`src/rtl/pmem_responder.sv`:
```
// Cacheline memory responder: accepts one read or write at a time and answers
// with a single-cycle pmem_resp a fixed LATENCY cycles later.
//
// state | meaning
// IDLE  | no transaction; samples pmem_read/pmem_write for acceptance
// WAIT  | latency down-counter running toward terminal count
// RESP  | pmem_resp high for one cycle; a latched write commits on exit
module pmem_responder #(
    parameter int LATENCY     = 4,
    parameter int INDEX_WIDTH = 4
) (
    input  logic         clk,
    input  logic         reset,
    input  logic         pmem_read,
    input  logic         pmem_write,
    input  logic [15:0]  pmem_address,
    input  logic [127:0] pmem_wdata,
    output logic [127:0] pmem_rdata,
    output logic         pmem_resp,
    output logic         busy,
    output logic         proto_err
);

    localparam int         LINES    = 1 << INDEX_WIDTH;
    localparam logic [3:0] CNT_LOAD = 4'(LATENCY - 1);

    typedef enum logic [1:0] {
        IDLE = 2'd0,
        WAIT = 2'd1,
        RESP = 2'd2
    } state_t;

    state_t                 state_q, state_d;
    logic [3:0]             cnt_q, cnt_d;
    logic                   wr_q, wr_d;
    logic                   rd_q, rd_d;
    logic [15:0]            addr_q, addr_d;
    logic [127:0]           wdata_q, wdata_d;
    logic [127:0]           rdata_q, rdata_d;
    logic                   err_q, err_d;
    logic                   mem_we;
    logic [INDEX_WIDTH-1:0] idx_q;
    logic [INDEX_WIDTH-1:0] idx_in;
    logic [127:0]           mem_q [LINES];

    assign idx_q  = addr_q[INDEX_WIDTH+3:4];
    assign idx_in = pmem_address[INDEX_WIDTH+3:4];

    // Offset and high address bits are deliberately ignored (aliasing).
    logic unused_addr_bits;
    assign unused_addr_bits = ^addr_q;

    always_comb begin
        state_d = state_q;
        cnt_d   = cnt_q;
        wr_d    = wr_q;
        rd_d    = rd_q;
        addr_d  = addr_q;
        wdata_d = wdata_q;
        rdata_d = rdata_q;
        err_d   = err_q;
        mem_we  = 1'b0;
        case (state_q)
            IDLE: begin
                if (pmem_read || pmem_write) begin
                    wr_d    = pmem_write;
                    rd_d    = pmem_read && !pmem_write;
                    addr_d  = pmem_address;
                    wdata_d = pmem_wdata;
                    cnt_d   = CNT_LOAD;
                    if (pmem_read && pmem_write) err_d = 1'b1;
                    if (LATENCY == 1) begin
                        state_d = RESP;
                        if (pmem_read && !pmem_write) rdata_d = mem_q[idx_in];
                    end else begin
                        state_d = WAIT;
                    end
                end
            end
            WAIT: begin
                cnt_d = cnt_q - 4'd1;
                if (!pmem_read && !pmem_write) err_d = 1'b1;
                // Terminal count: the counter lands on zero as RESP is entered.
                if (cnt_q == 4'd1) begin
                    state_d = RESP;
                    if (rd_q) rdata_d = mem_q[idx_q];
                end
            end
            RESP: begin
                state_d = IDLE;
                mem_we  = wr_q;
            end
            default: state_d = IDLE;
        endcase
    end

    always_ff @(posedge clk) begin
        if (reset) begin
            state_q <= IDLE;
            cnt_q   <= 4'd0;
            wr_q    <= 1'b0;
            rd_q    <= 1'b0;
            addr_q  <= 16'h0;
            wdata_q <= 128'h0;
            rdata_q <= 128'h0;
            err_q   <= 1'b0;
        end else begin
            state_q <= state_d;
            cnt_q   <= cnt_d;
            wr_q    <= wr_d;
            rd_q    <= rd_d;
            addr_q  <= addr_d;
            wdata_q <= wdata_d;
            rdata_q <= rdata_d;
            err_q   <= err_d;
        end
    end

    // Line storage survives reset; reset only suppresses a pending commit.
    always_ff @(posedge clk) begin
        if (!reset && mem_we) mem_q[idx_q] <= wdata_q;
    end

    assign pmem_rdata = rdata_q;
    assign pmem_resp  = (state_q == RESP);
    assign busy       = (state_q != IDLE);
    assign proto_err  = err_q;

endmodule

```
`config.mk`:
```
export PLATFORM = sky130hd
export DESIGN_NAME = pmem_responder
export DESIGN_NICKNAME = d
export VERILOG_FILES = /design/src/rtl/pmem_responder.sv
export SDC_FILE = /design/constraint.sdc
export NUM_CORES = 2
export LEC_CHECK = 0
export CAP_MARGIN = 5
export CORE_ASPECT_RATIO = 0.8
export CORE_UTILIZATION = 60
export CTS_CLUSTER_DIAMETER = 40
export DETAILED_ROUTE_END_ITERATION = 7
export PLACE_DENSITY_LB_ADDON = 0.3
export SLEW_MARGIN = 20
export SYNTH_ARGS = -nofsm -noshare
export SYNTH_HDL_FRONTEND = slang
export SYNTH_SLANG_ARGS = --single-unit
```
`constraint.sdc`:
```
create_clock -name clk -period 15.6 [get_ports clk]
set_clock_uncertainty 0.15 [all_clocks]
set_input_delay 1.56 -clock clk [delete_from_list [all_inputs] [get_ports clk]]
set_output_delay 1.56 -clock clk [all_outputs]
set_load 0.005 [all_outputs]
```
==> results.txt <==
The average size of a mapped cell is 21.3 sq um. CTS saw 2,317 sinks. The number of rows created at floorplan is 124.

The critical path goes through buf_4, nand2_1, nor2_4, buf_4, buf_4. The slowest stage of the critical path is the sky130_fd_sc_hd__dfxtp_4 cell. No sink is reached through more buffers than the 3 on the longest clock path. The cell leakage power is 30.7 nW.

The clock tree from TritonCTS is built. The largest total area in the synthesized netlist belongs to sky130_fd_sc_hd__edfxtp_1. The hold buffer count at cts is 0. The worst hold path belongs to the class flip-flop to flip-flop. The count of maximum capacitance violations came out at 0. The violation count after the first detailed-routing iteration came out at 4,849. Ranked by total cell area, the synthesized netlist is headed by sky130_fd_sc_hd__edfxtp_1, sky130_fd_sc_hd__mux4_2, sky130_fd_sc_hd__dfxtp_1.

The number of nets produced by synthesis is 4,196. The fmax is 199 MHz. The transition at the pin with the smallest max-transition slack came out at 1.09 ns.

The post-route antenna net violation count is 0. The area of the mapped netlist is 0.0862 sq mm. STA classifies the critical path startpoint as a flip-flop. Using the TritonRoute via totals, the vias-per-cell ratio works out to 6.41. The number of levels the H-tree was split into came out at 4.

The final routed wire length divided by cell count came out at 30.1 um. The peak supply drop came out at 0.0937 mV. The clock-pin slew reported for the worst setup and hold paths after clock tree synthesis came out at 0.07 ns. The arrival time at the worst endpoint came out at 5.31 ns. The pin count of the biggest net entering global routing is 114. The number of setup buffers added after CTS is 0. The clock buffer count from CTS came out at 221. The proportion of layout cells with a drive suffix above 1 came out at 0.239. By instance count, the cell type seen most on the critical path is sky130_fd_sc_hd__buf_4. The number of flops mapped to enable cells by yosys is 2,048.

The count of final hold-check violations is 0. The run finished with clean final reports. The area share of the largest cell type after synthesis is 0.713. The height of the die came out at 341 um. The final net count is 4,529. The global-route usage over all layers is 0.273. The longest individual stage delay on the worst path came out at 0.93 ns. In the post-route analysis, the smallest setup slack over all paths is 10.58 ns. At the later pin of the worst-skew pair, clock insertion delay measures 0.84 ns. The floorplan step defined a die boundary enclosing 0.145 sq mm. Gates resized during post-CTS repair numbered 0.

The clock root buffer is sky130_fd_sc_hd__clkbuf_16. The number of distinct library cell variants in the gate-level netlist after synthesis is 32. The number of slew-limit violations in the final report is 0.

The maximum fanout along the worst path came out at 52. The number of global-route vias before repair came out at 42,600. The effective utilization at floorplan came out at 0.604. The most instantiated flip-flop cell in the synthesis netlist is sky130_fd_sc_hd__edfxtp_1.

The number of inserted filler cells in the final layout came out at 8,592. In this run the horizontal extent of the chip is 426 um. Data on the critical path is required at its endpoint by 15.89 ns.

Across all layers, the routed design uses 41,500 vias. The I/O pin total came out at 279. The power per unit of standard cell area is 133 mW/mm^2.

The worst slew margin relative to its limit is 0.268. The category of the critical setup timing path is flip-flop to flip-flop. For this run, the share of the core covered by cells in the final layout is 0.688. The count of buffers added on input and output ports is 266. From synthesis to final layout, the design area changed by 13.9%. The final cycle utilization of the critical path is 0.322. Summed over all nets, the half-perimeter wirelength after detailed placement is 93.4 mm. After technology mapping, the gate count stands at 4,046. The first-pass GRT wire length is 285 mm.

Setup repair after global routing left no endpoint under its margin. The total overflow reported by the global router came out at 0. The number of setup violations in the final report is 0.

The share of flip-flops with an asynchronous set or reset is 0. During synthesis, Yosys emitted a total of 0 warnings. The summed negative setup slack over all endpoints is 0 ns. The final wirelength came out at 195 mm. The worst setup path is captured at a flip-flop. The pre-CTS worst setup slack is 9.98 ns. The share of the yosys chip area belonging to registers came out at 0.776. The length of the first detailed-routing pass in iterations is 7. The post-synthesis sequential element count came out at 2,317. The final critical path time including I/O delays and setup is 5.02 ns. The initial antenna violation count is 5.

After detailed routing, the number of remaining DRC violations is 0. The placeable core area is 0.143 sq mm. The placer congestion estimate is 0.723.
[sequential cells by signal, summed over array words and instances, names as in the netlist, 2 cells and up]
name,cells
addr_q,4
cnt_q,4
mem_q,2048
pmem_rdata,128
state_q,2
wdata_q,128
[report_power, final]
group          switching, mW  internal (mW)
Combinational          0.326          0.327
Sequential             0.144           6.84
Clock                   2.30           3.09
Total                   2.77           10.3
[cells by family after synthesis]
logic type               count (synthesis)  synth area share
buffers and inverters                  241            0.0148
flip-flops                            2317             0.776
adder cells (fa/ha/maj)                  2          0.000290
multiplexers                           770             0.166
AND/OR/NAND/NOR                        445            0.0201
AO/OA/AOI/OAI                          271            0.0233
[cell usage in the layout (no fill, tap or decap), types with 3 or more instances in the layout]
cell type / instances
sky130_fd_sc_hd__edfxtp_1: 2048
sky130_fd_sc_hd__mux4_2: 512
sky130_fd_sc_hd__nand2_1: 271
sky130_fd_sc_hd__dfxtp_1: 266
sky130_fd_sc_hd__clkdlybuf4s50_1: 265
sky130_fd_sc_hd__clkbuf_16: 225
sky130_fd_sc_hd__nor2_1: 137
sky130_fd_sc_hd__a21oi_1: 137
sky130_fd_sc_hd__mux2i_1: 130
sky130_fd_sc_hd__mux2_2: 128
sky130_fd_sc_hd__a221o_1: 128
sky130_fd_sc_hd__buf_4: 71
sky130_fd_sc_hd__clkbuf_1: 42
sky130_fd_sc_hd__clkinv_2: 31
sky130_fd_sc_hd__clkinv_1: 30
sky130_fd_sc_hd__clkbuf_8: 23
sky130_fd_sc_hd__clkinvlp_4: 21
sky130_fd_sc_hd__bufinv_16: 19
sky130_fd_sc_hd__nor2_4: 13
sky130_fd_sc_hd__inv_6: 10
sky130_fd_sc_hd__clkinv_4: 9
sky130_fd_sc_hd__inv_1: 7
sky130_fd_sc_hd__buf_12: 7
sky130_fd_sc_hd__inv_8: 6
sky130_fd_sc_hd__nor3_2: 5
sky130_fd_sc_hd__clkinv_8: 4
sky130_fd_sc_hd__nand2b_1: 3
sky130_fd_sc_hd__nor3_1: 3
sky130_fd_sc_hd__dfxtp_4: 3
[routing by layer]
metal / global-route usage / part of all wire / up-vias
li1: - / - / 17300
met1: 0.380 / 0.39 / 21900
met2: 0.447 / 0.50 / 1888
met3: 0.0422 / 0.076 / 315
met4: 0.0971 / 0.033 / 0
met5: 0 / 0 / -
[cell usage after synthesis, types with 2 or more instances]
cell                       count
sky130_fd_sc_hd__buf_6        43
sky130_fd_sc_hd__edfxtp_1   2048
sky130_fd_sc_hd__dfxtp_1     269
sky130_fd_sc_hd__mux2_2      128
sky130_fd_sc_hd__a21oi_1     137
sky130_fd_sc_hd__mux4_2      512
sky130_fd_sc_hd__a221o_1     128
sky130_fd_sc_hd__clkbuf_1    130
sky130_fd_sc_hd__nor3_1        8
sky130_fd_sc_hd__mux2i_1     130
sky130_fd_sc_hd__inv_1         7
sky130_fd_sc_hd__buf_1        22
sky130_fd_sc_hd__nand3_1       2
sky130_fd_sc_hd__buf_2        39
sky130_fd_sc_hd__nor2_1      150
sky130_fd_sc_hd__a211oi_1      2
sky130_fd_sc_hd__nand2_1     272
sky130_fd_sc_hd__ha_1          2
sky130_fd_sc_hd__nand2b_1      3
sky130_fd_sc_hd__o21ai_0       2
[area by class of cell]
type                            instances  area (sq um)  share of cell area
Clock inverter                        130          1290              0.0132
Clock buffer                          290          6100              0.0622
Multi-Input combinational cell       1488         18200               0.185
Timing Repair Buffer                  344          3340              0.0340
Inverter                                7          26.3            0.000268
Antenna cell                            2          5.00           0.0000510
Sequential cell                      2317         66900               0.681
Tap cell                             1890          2360              0.0241
[metrics by stage]
step                hold WS (ns)  cells  power [mW]  area, sq um
global route               0.351   6468        13.4        98200
floorplan                  0.310   4046        7.55        86200
CTS                        0.341   6465        13.1        98200
global placement           0.318   6045        7.75        90800
finish                     0.339   6468        13.0        98200
detailed placement         0.324   6045        7.77        90800
[path summary, 6_finish.rpt]
| kind | start | end | slack (ns) | cells after the start |
|---|---|---|---|---|
| worst max-delay path | addr_q[4] | mem_q[13][103] | 10.58 | 5 |
| worst min-delay path | pmem_rdata[2] | pmem_rdata[2] | 0.34 | 1 |
| worst max register to register | addr_q[4] | mem_q[13][103] | 10.58 | 5 |
| worst min register to register | pmem_rdata[2] | pmem_rdata[2] | 0.34 | 1 |
[critical path, delay by kind of cell (launching register included)]
kind	cells	cell delay (ns)
buf+inv	3	2.46
flops	1	0.93
simple gates	2	1.02
(Power assumes the default switching activity.)
